[src/rtl/uart_byte_rx.sv]
// uart_byte_rx: 8N1 UART receiver (LSB first, idle-high line) with
// start-bit glitch rejection, framing-error detection and break handling.
//
// Parameters
//   CLK_HZ    system clock frequency in Hz
//   BAUD      serial bit rate; one bit lasts CLK_HZ/BAUD clocks
// Ports
//   clk       system clock, rising edge
//   rst       synchronous active-high reset
//   rx        asynchronous serial input
//   rx_data   last correctly framed byte, held until the next good byte
//   rx_int    busy flag from start-bit validation to the stop-bit sample
//   rx_valid  one-cycle pulse when rx_data is updated
//   frame_err one-cycle pulse when the stop bit samples low
module uart_byte_rx #(
  parameter int CLK_HZ = 50_000_000,
  parameter int BAUD   = 9600
) (
  input  logic       clk,
  input  logic       rst,
  input  logic       rx,
  output logic [7:0] rx_data,
  output logic       rx_int,
  output logic       rx_valid,
  output logic       frame_err
);

  localparam int BIT_CNT = CLK_HZ / BAUD;
  localparam int HALF    = BIT_CNT / 2;
  localparam int CW      = (BIT_CNT > 1) ? $clog2(BIT_CNT) : 1;

  localparam logic [CW-1:0] HALF_M1 = CW'(HALF - 1);
  localparam logic [CW-1:0] BIT_M1  = CW'(BIT_CNT - 1);

  localparam logic [2:0] S_IDLE  = 3'd0;
  localparam logic [2:0] S_START = 3'd1;
  localparam logic [2:0] S_DATA  = 3'd2;
  localparam logic [2:0] S_STOP  = 3'd3;
  localparam logic [2:0] S_BREAK = 3'd4;

  logic          rx_meta_q, rx_s_q, rx_prev_q;
  logic [2:0]    state_q, state_d;
  logic [CW-1:0] cnt_q, cnt_d;
  logic [2:0]    bit_q, bit_d;
  logic [7:0]    sr_q, sr_d;
  logic [7:0]    data_q, data_d;
  logic          int_q, int_d;
  logic          valid_q, valid_d;
  logic          ferr_q, ferr_d;

  always_comb begin
    state_d = state_q;
    cnt_d   = cnt_q + 1'b1;
    bit_d   = bit_q;
    sr_d    = sr_q;
    data_d  = data_q;
    int_d   = int_q;
    valid_d = 1'b0;
    ferr_d  = 1'b0;

    case (state_q)
      S_IDLE: begin
        cnt_d = '0;
        // rx_prev_q tracks rx_s_q in every state, so a start edge right
        // after the stop-bit sample is still seen here.
        if (rx_prev_q && !rx_s_q) begin
          state_d = S_START;
        end
      end
      S_START: begin
        if (cnt_q == HALF_M1) begin
          cnt_d = '0;
          if (!rx_s_q) begin
            state_d = S_DATA;
            bit_d   = 3'd0;
            int_d   = 1'b1;
          end else begin
            // Line went back high before mid-bit: treat as noise.
            state_d = S_IDLE;
          end
        end
      end
      S_DATA: begin
        if (cnt_q == BIT_M1) begin
          cnt_d = '0;
          // LSB arrives first, so shift right and fill from the top.
          sr_d  = {rx_s_q, sr_q[7:1]};
          bit_d = bit_q + 3'd1;
          if (bit_q == 3'd7) begin
            state_d = S_STOP;
          end
        end
      end
      S_STOP: begin
        if (cnt_q == BIT_M1) begin
          cnt_d = '0;
          int_d = 1'b0;
          if (rx_s_q) begin
            data_d  = sr_q;
            valid_d = 1'b1;
            state_d = S_IDLE;
          end else begin
            ferr_d  = 1'b1;
            state_d = S_BREAK;
          end
        end
      end
      S_BREAK: begin
        // Wait out a held-low line so it cannot be taken as a new start.
        cnt_d = '0;
        if (rx_s_q) begin
          state_d = S_IDLE;
        end
      end
      default: begin
        cnt_d   = '0;
        state_d = S_IDLE;
      end
    endcase
  end

  always_ff @(posedge clk) begin
    if (rst) begin
      rx_meta_q <= 1'b1;
      rx_s_q    <= 1'b1;
      rx_prev_q <= 1'b1;
      state_q   <= S_IDLE;
      cnt_q     <= '0;
      bit_q     <= 3'd0;
      sr_q      <= 8'h00;
      data_q    <= 8'h00;
      int_q     <= 1'b0;
      valid_q   <= 1'b0;
      ferr_q    <= 1'b0;
    end else begin
      rx_meta_q <= rx;
      rx_s_q    <= rx_meta_q;
      rx_prev_q <= rx_s_q;
      state_q   <= state_d;
      cnt_q     <= cnt_d;
      bit_q     <= bit_d;
      sr_q      <= sr_d;
      data_q    <= data_d;
      int_q     <= int_d;
      valid_q   <= valid_d;
      ferr_q    <= ferr_d;
    end
  end

  assign rx_data   = data_q;
  assign rx_int    = int_q;
  assign rx_valid  = valid_q;
  assign frame_err = ferr_q;

endmodule

[config.mk]
export PLATFORM = sky130hd
export DESIGN_NAME = uart_byte_rx
export DESIGN_NICKNAME = d
export VERILOG_FILES = /design/src/rtl/uart_byte_rx.sv
export SDC_FILE = /design/constraint.sdc
export NUM_CORES = 1
export LEC_CHECK = 0
export CAP_MARGIN = 25
export CORE_ASPECT_RATIO = 0.6
export CORE_MARGIN = 5
export CORE_UTILIZATION = 45
export CTS_CLUSTER_SIZE = 40
export DETAILED_ROUTE_END_ITERATION = 6
export GPL_TIMING_DRIVEN = 0
export MAX_ROUTING_LAYER = met4
export PLACE_DENSITY = 0.6
export SLEW_MARGIN = 20
export SYNTH_ARGS = -nofsm -noshare
export SYNTH_HDL_FRONTEND = slang
export SYNTH_SLANG_ARGS = --single-unit
[constraint.sdc]
create_clock -name clk -period 2.95 [get_ports clk]
set_input_delay 0.885 -clock clk [delete_from_list [all_inputs] [get_ports clk]]
set_output_delay 0.885 -clock clk [all_outputs]
set_load 0.02 [all_outputs]
* Yosys cells after proc, flatten, opt, wreduce, memory -nomap -nowiden *
Cells that the tools add are included.

storage, ports and cells
  flip-flop bits (word level) = 41
  input port bits = 3
  output and inout bits = 11
  word-level logic and storage cells = 63

cells by class
  add/sub/neg operators = 2
  eq/ne operators = 14
  muxes and demuxes = 22
  bitwise gates (word level) = 2
  reduce and logical (&&, ||, !) cells = 12

operator list
  cell                     number
  $mux W3                  10
  $mux W13                 2
  $pmux W13 S2             1
  $pmux W3 S5              1
  $ne A2 B2 Y1 const B     7
  $add A13 B1 Y13 const B  1
  $eq A13 B12 Y1 const B   1
  $eq A13 B13 Y1 const B   1
  $reduce_and A4 Y1        2
  $eq A3 B2 Y1 const B     2
  $eq A3 B3 Y1 const B     2
  $pmux W3 S2              1
  $reduce_and A6 Y1        1
  $mux W1                  5
  $reduce_bool A2 Y1       2
  $add A3 B1 Y3 const B    1
  $eq A3 B1 Y1 const B     1
  $logic_not A3 Y1         1
  $reduce_and A3 Y1        1
  $reduce_or A3 Y1         1
  $mux W2                  1
  $not A1 Y1               2
  $pmux W1 S2              1
  $reduce_and A2 Y1        1
  3 further kinds          3

* Longest topological paths before layout *
Gate-level depths: netlist of the first run.

  word-level depth = 4
  gate-level depth with buffers = 7
  mapped depth without buffers = 6

* Worst setup path after synthesis of the first run *
Ideal clock, no wire load.

  kind = register to register
  from = register cnt_q[0]
  to = register cnt_q[11]
  library setup time = 0.064 ns
  arrival = 1.614 ns
  required time = 2.886 ns
  setup slack = 1.272 ns
  stages on the path, launching flop included = 8
  buffers on the path = 1
  clock period less this slack = 1.678 ns
  cell sequence = dfxtp_1 > ha_1 > nand3_1 > nand4b_2 > a22oi_2 > a2111o_1 > buf_6 > nor2_1

between the ends
  word-level cells in the longest chain between the ends = 3
  elaborated cells between the ends (all ways) = 6
  classes of those cells = add/sub: 1; eq/ne: 2; mux: 3

ends and longest elaborated chain
  item                                     RTL line    text
  start, declared                          43          logic [CW-1:0] cnt_q, cnt_d;
  start signal, assigned                   140         cnt_q <= cnt_d;
  $add A13 B1 Y13 (tied with other cells)  53          cnt_d = cnt_q + 1'b1;
  $mux W13, on equally long branches       84, 95, 71
  $pmux W13 S2 *                           61          case (state_q)

Every way passes the cells marked *; elsewhere a longest branch is shown, timed or not.
A chain may end at the register's enable or synchronous reset.

* Worst setup path in the final report of the first run *
  from = register data_q[6] (netlist: rx_data[6])
  to = output port rx_data[6]

RTL lines
  item                    RTL line  text
  start, declared         46        logic [7:0] data_q, data_d;
  start signal, assigned  143       data_q <= data_d;
  end, declared           22        output logic [7:0] rx_data,

No word-level cell between the ends.

==> results of run 1 <==
-- cell type report --
type | instances | area share (%)
inverters | 1 | 0.186
well taps | 47 | 2.91
multi-input cells | 133 | 41.3
plain buffers | 10 | 2.85
flip-flops and latches | 41 | 40.6
clock inverters | 1 | 1.49
repair buffers | 13 | 6.44
clock buffers | 7 | 4.27
-- metal layers --
metal	track usage (%)	vias up	wire length (um)
li1	-	670	-
met1	18.6	613	1780
met2	19.2	30	1380
met3	4.54	5	175
met4	4.96	0	40
met5	-	-	0
-- registers in the layout (all words and copies together), names as in the netlist, 3 cells and up --
name / count
cnt_q: 13
rx_data: 8
sr_q: 8
bit_q: 3
state_q: 3
-- cell families after synthesis --
family | after synthesis
AND/OR/NAND/NOR | 87
flip-flops | 41
AO/OA/AOI/OAI | 22
XOR/XNOR | 11
buffers and inverters | 11
multiplexers | 10
adder cells (fa/ha/maj) | 3
-- placed cells by master (no fill, tap or decap), drive strengths merged, types with 2 or more instances in the layout --
cell type,n
buf,6
nor4b,4
a22oi,3
nand2,21
a21oi,12
and3b,2
or2,3
xnor2,4
xor2,7
clkdlybuf4s50,13
nor2,30
nor3,2
mux2i,10
clkbuf,11
ha,3
and3,5
nand2b,2
nand3,7
nor2b,3
dfxtp,41
nor4bb,2
-- worst paths after layout --
| check | slack (ns) | start | endpoint |
|---|---|---|---|
| max reg2reg | 0.91 | cnt_q[0] | cnt_q[11] |
| min reg2reg | 0.41 | rx_meta_q | rx_s_q |
| max | 0.82 | rx_data[6] | rx_data[6] |
| min | 0.41 | rx_meta_q | rx_s_q |
-- metrics by stage --
step,instances,util (%)
after global placement,245,51.8
after global routing,253,54.9
after CTS,253,54.9
after floorplan,185,-
after detailed placement,245,51.8
final,253,54.9
-- power by group through the flow --
| stage | clock (mW) | combinational (mW) | sequential, mW |
|---|---|---|---|
| 3_3_place_gp | 0 | 0.0237 | 0.569 |
| 2_1_floorplan | 0 | 0.0161 | 0.569 |
| 4_1_cts | 0.473 | 0.0243 | 0.556 |
| 3_5_place_dp | 0 | 0.0242 | 0.569 |
| 5_1_grt | 0.494 | 0.0272 | 0.556 |
| 6_report | 0.461 | 0.0243 | 0.556 |
==> results.md, run 1 <==
- Largest net degree at the start of global routing: 13
- Max-cap violations: 0
- Synthesized area: 0.00172 sq mm
- Buf/Inv on CP: 1
- Worst reg2reg path depth: 7
- Synth top cells by count: dfxtp_1 (41), nor2_1 (29), nand2_1 (21)
- Share of cells above drive strength 1: between 10% and 20%
- Top cells by area, synth: dfxtp_1 (48%), nor2_1 (6.3%), mux2i_1 (5.8%), nand2_1 (4.6%), xor2_1 (3.6%)
- Hold buffers post-CTS: 0
- Top cell type's share of synthesized area: 47.8%
- Die width: about 90 um
- Overflow left after global routing: 0
- Seq. cell area: ~820 sq um
- DR vias/cell: 5.21
- Clock buffer depth: 2
- Multi-input logic area: 835 sq um
- Hold slack: 0.412 ns
- Crit. End Element: primary output
- Arrival time worst endpoint: 1.25 ns
- DR vias: 1318
- Synth Area in XOR/XNOR: 5.61%
- Largest family of logic cells by synthesized area: simple AND/OR/NAND/NOR gates
- Ys flop type: dfxtp_1
- DRT iter0 DRCs: 54
- Worst path cell trace: clkdlybuf4s50_1
- Remaining antenna violation count: 0
- CP Launch Type: flop
- Final WL: 3.37 mm
- PwrDens: 515 mW/mm^2
- Post-synthesis compound-gate area fraction: between 8 and 9%
- Resize count post-CTS: 0
- EDFF count, synth: 0
- Area leader, netlist: dfxtp_1
- Final setup fails: 0
- Drt drc: 0
- Syn_nets: 191
- Final instance area: 0.00202 sq mm
- Max Clock Skew: around 0.006 ns
- Area after DPL: 0.00191 sq mm
- Hold depth: 1
- Initial antenna violation count: 0
- Synth Register Bits: 41
- Synth Instances: 185
- PortBufs: 13
- Core ar.: between 0.003 and 0.004 sq mm
- Most frequent cell after synthesis: dfxtp_1
- Relative slew slack: between 60% and 70%
- Yosys warnings: 0
- FMAX: roughly 0.47 GHz
- Num CTS Buffers: 5
- Asr flop ratio synth: 0%
- Simple-gate share of the synthesized area: 26.5%
- Die ar.: between 0.005 and 0.006 sq mm
- Overall routing resource usage: 13.8%
- Syn Area/Cell: 9.28 sq um
- TritonRoute pass-1 iters: 4
- Worst vdd ir: slightly above 0.3 mV
- Slowest CP cell: clkdlybuf4s50_1
- H-tree depth: 2
- First-pass GRT wire length: roughly 5.6 mm
- RSZ-0062 raised after global routing: no
- Clock Latency Late Sink: 0.29 ns
- WL per Instance: 13.3 um
- Clk pwr share: 44.3%
- Status: complete, no violations
- CTS tree: yes
- Final nets: between 200 and 250
- Worst path required time: 2.07 ns
- PnR worst setup slack: 0.818 ns
- Final period util: 72.3%
- # Post-CTS Setup Buffers: 0
- Comb power frac: roughly 2.3%
- Post-synthesis mux area share: 5.83%
- Sequential fraction of the synthesis area: 47.8%
- Seq pwr share: 53.4%
- Starting density of the core: between 40% and 50%
- Vias in the first global route: about 1300
- Slew Viols, Final: 0
- Maximum fanout along the worst path: 2
- Sink Count: between 40 and 50
- Slew of the pin with the lowest slew margin: 0.543 ns
- DP Worst Slack: 0.592 ns
- Worst-path clk slew: 0.07 ns
- Die H: about 58 um
- Root Buffer: clkbuf_8
- Sw frac: 19.3%
- Crit path largest cell delay: between 0.6 and 0.7 ns
- Post-DP HPWL: 2.45 mm
- # fillers: approximately 350
- Levels on crit path: 1
- Distinct cell type count after synthesis: 38
- Switching power summed over all nets: 0.201 mW
- Tmin final: around 2.1 ns
- Ant diodes: 0
- Setup TNS: 0 ns
- Syn-to-layout area delta: 17.8%
- Design Power: 1.04 mW
- Adder-Cell Fraction of Synth Area: 2.19%
- Num ports: 14
- Worst hold path type: flop to flop
- Pint: 0.841 mW
- CP Class: flop to primary output
- Fin. Hold Viols: 0
- Delay-heaviest family, CP: buffers and inverters
- LEAKAGE: 0.788 nW
- Placer Congestion: 0.836
- Cell Rows: 17
(Power assumes the default switching activity.)
==> run 2: changes to the inputs <==
--- a/config.mk
+++ b/config.mk
@@ -13,7 +13,7 @@
 export DETAILED_ROUTE_END_ITERATION = 6
 export GPL_TIMING_DRIVEN = 0
 export MAX_ROUTING_LAYER = met4
-export PLACE_DENSITY = 0.6
+export PLACE_DENSITY = 0.63
 export SLEW_MARGIN = 20
 export SYNTH_ARGS = -nofsm -noshare
 export SYNTH_HDL_FRONTEND = slang
==> constraint.sdc (replaced) <==
create_clock -name clk -period 1.8 [get_ports clk]
set_input_delay 0.54 -clock clk [delete_from_list [all_inputs] [get_ports clk]]
set_output_delay 0.54 -clock clk [all_outputs]
set_load 0.02 [all_outputs]
==> run 2 against run 1 <==
Non-clock buffer count grew 6. Clock power grew 52%. Combinational power rose by 98%. Die area did not move. Utilization increased by 4.0 points. Total power increased by 59%. Sequential share of layout area decreased by 2.5 points. Clock-buffer cell count decreased by 2. Cell area up 7.3%.
==> results.md, run 2 (synthesis gave the netlist of run 1 again) <==
- Worst reg2reg path depth: 6 (-1)
- Pint: 1.33 mW (+59%)
- Buf/Inv on CP: 1 (unchanged)
- Crit path largest cell delay: 0.60 ns (-0.02 ns)
- Most common cell after layout, fill and taps aside: dfxtp_1
- Final instance area: 0.00217 sq mm (+7.3%)
- Non-Filler Instances: 258 (+2.0%)
- Core ar.: 0.00368 sq mm (unchanged)
- Root Buffer: clkbuf_8
- Hold depth: 1 (unchanged)
- Relative slew slack: 74.3% (+11 points)
- Syn-to-layout area delta: 26.4%
- Hold path startpoint: rx_meta_q
- Placer Congestion: 0.875 (+4.6%)
- CP Class: flop to primary output
- H-tree depth: 2 (unchanged)
- Reg2reg end: rx_data[5]
- Die H: 57.8 um (unchanged)
- Largest Register: cnt_q
- Sw frac: 19.6% (+0.36 points)
- TritonRoute pass-1 iters: 4 (unchanged)
- Remaining antenna violation count: 0 (unchanged)
- Max Clock Skew: 0.00668 ns (+0.000638 ns)
- Fin. Hold Viols: 0 (unchanged)
- Ant diodes: 0 (unchanged)
- Final WL: 3.53 mm (+4.6%)
- Num ports: 14 (unchanged)
- Overall routing resource usage: 14.7% (+0.94 points)
- Clock buffer depth: 2 (unchanged)
- Drt drc: 0 (unchanged)
- Slew Viols, Final: 0 (unchanged)
- Overflow left after global routing: 0 (unchanged)
- Die ar.: 0.00519 sq mm (unchanged)
- Seq pwr share: 54.9% (+1.5 points)
- Post-DP HPWL: 2.42 mm (-1.4%)
- Clock Latency Late Sink: 0.28 ns (about the same)
- Max-cap violations: 0 (unchanged)
- Most frequent cells in the layout: dfxtp_1 (37), nor2_1 (28), nand2_1 (21)
- Worst hold path type: flop to flop
- DP Worst Slack: -0.248 ns (-0.840 ns)
- DR vias: 1374 (+4.2%)
- Largest net degree at the start of global routing: 13 (unchanged)
- R2R Setup Slk: 0.08 ns (-0.83 ns)
- Area after DPL: 0.00191 sq mm (unchanged)
- Worst vdd ir: 0.513 mV (+65%)
- Clk pwr share: 42.2% (-2.1 points)
- Max reg flops: 13 (unchanged)
- PwrDens: 766 mW/mm^2 (+49%)
- PnR worst setup slack: 0.0673 ns (-0.750 ns)
- Vias in the first global route: 1349 (+7.3%)
- Delay-heaviest family, CP: buffers and inverters
- Worst hold path endpoint: rx_s_q
- Share of cells above drive strength 1: 20.9% (+10 points)
- Cell Rows: 17 (unchanged)
- Arrival time worst endpoint: 1.19 ns (-0.06 ns)
- CP Launch Type: flop
- # fillers: 322 (-6.7%)
- DRT iter0 DRCs: 64 (+19%)
- Comb power frac: 2.9% (+0.6 points)
- FMAX: 0.577 GHz
- Worst-path clk slew: 0.08 ns (about the same)
- LEAKAGE: 0.972 nW (+23%)
- Switching power summed over all nets: 0.326 mW (+62%)
- Starting density of the core: 46.7% (unchanged)
- Die width: 89.7 um (unchanged)
- Dpl cells: 245 (unchanged)
- Num CTS Buffers: 5 (unchanged)
- CTS tree: yes
- Final nets: 217 (+2.8%)
- DR vias/cell: 5.33 (+2.2%)
- First-pass GRT wire length: 6.14 mm (+9.3%)
- Crit. End Element: primary output
- Hold buffers post-CTS: 0 (unchanged)
- Final setup fails: 0 (unchanged)
- Initial antenna violation count: 0 (unchanged)
- Tmin final: 1.73 ns
- Slew of the pin with the lowest slew margin: 0.386 ns (-0.156 ns)
- Status: complete, no violations
- Sink Count: 41 (unchanged)
- R2R Path Start: cnt_q[3]
- Final period util: 96.3%
- Worst path required time: 1.26 ns (-0.81 ns)
- WL per Instance: 13.7 um (+2.6%)
- Maximum fanout along the worst path: 1 (-1)
- Design Power: 1.66 mW (+59%)
- PortBufs: 13 (unchanged)
- Slowest CP cell: clkdlybuf4s50_1
- Worst path cell trace: clkdlybuf4s50_1
[run 2: cell types whose count changed in the layout (fill, tap and decap cells not counted), moves of 3 or more]
cell / delta
dlymetal6s2s_1: +8
nor4b_1: -3
buf_2: -3
clkbuf_1: -3
dfxtp_1: -4
dfxtp_2: +4
clkdlybuf4s50_1: -9
buf_4: +7
[run 2: layer usage]
metal | up-vias | GRT usage, % | share of wire, %
met4 | 0 | 5.17 | 1.4
met2 | 33 | 21.3 | 43
met1 | 654 | 19.7 | 51
met5 | - | - | 0
met3 | 4 | 4.28 | 4.7
li1 | 683 | - | -
[run 2: worst register-to-register path, delay by kind of cell, from the launching register on]
family,cells,cell delay [ns]
flip-flops,1,0.37
AND/OR/NAND/NOR,4,0.83
buffers and inverters,1,0.23
multiplexers,1,0.19
[run 2: timing repair]
| item | in CTS | in global routing |
|---|---|---|
| endpoints found under the setup margin | 35 | 44 |
| gates resized for setup | 8 | 27 |
| pin swaps | 2 | 4 |
| setup buffers | 4 | 2 |
[run 2: worst max path at each step]
stage | end | start | depth (start not counted)
2_1_floorplan | cnt_q[11] | cnt_q[0] | 7
3_3_place_gp | rx_data[3] | rst | 4
3_5_place_dp | cnt_q[6] | cnt_q[0] | 7
4_1_cts | rx_data[5] | cnt_q[0] | 7
5_1_grt | rx_data[0] | cnt_q[5] | 6
6_report | rx_valid | rx_valid | 1
[run 2: through the flow]
step | utilization, % | hold WS, ns | TNS, ns
floorplan | - | 0.389 | 0
global placement | 51.8 | 0.401 | -4.79
detailed placement | 51.8 | 0.409 | -7.17
CTS | 56.2 | 0.430 | 0
global route | 59.0 | 0.434 | -0.00362
finish | 59.0 | 0.429 | 0
[run 2: final cells by class]
class | count | area [sq um] | share of cell area (%)
plain buffers | 10 | 67.6 | 3.11
well taps | 47 | 58.8 | 2.71
multi-input cells | 133 | 916 | 42.2
inverters | 1 | 3.75 | 0.173
clock inverters | 2 | 35.0 | 1.61
repair buffers | 19 | 194 | 8.94
flip-flops and latches | 41 | 826 | 38.1
clock buffers | 5 | 68.8 | 3.17
[run 2: power by group through the flow]
stage | Clock, mW | Combinational (mW) | Sequential (mW)
floorplan | 0 | 0.0263 | 0.933
global placement | 0 | 0.0383 | 0.933
detailed placement | 0 | 0.0397 | 0.933
CTS | 0.717 | 0.0442 | 0.912
global route | 0.750 | 0.0531 | 0.912
finish | 0.701 | 0.0480 | 0.912
==> run 3: changes to the inputs <==
--- a/config.mk
+++ b/config.mk
@@ -9,7 +9,7 @@
 export CORE_ASPECT_RATIO = 0.6
 export CORE_MARGIN = 5
 export CORE_UTILIZATION = 45
-export CTS_CLUSTER_SIZE = 40
+export CTS_CLUSTER_SIZE = 30
 export DETAILED_ROUTE_END_ITERATION = 6
 export GPL_TIMING_DRIVEN = 0
 export MAX_ROUTING_LAYER = met4
==> results of run 3 <==
Final layout, timing and power as in run 2 (identical DEF).
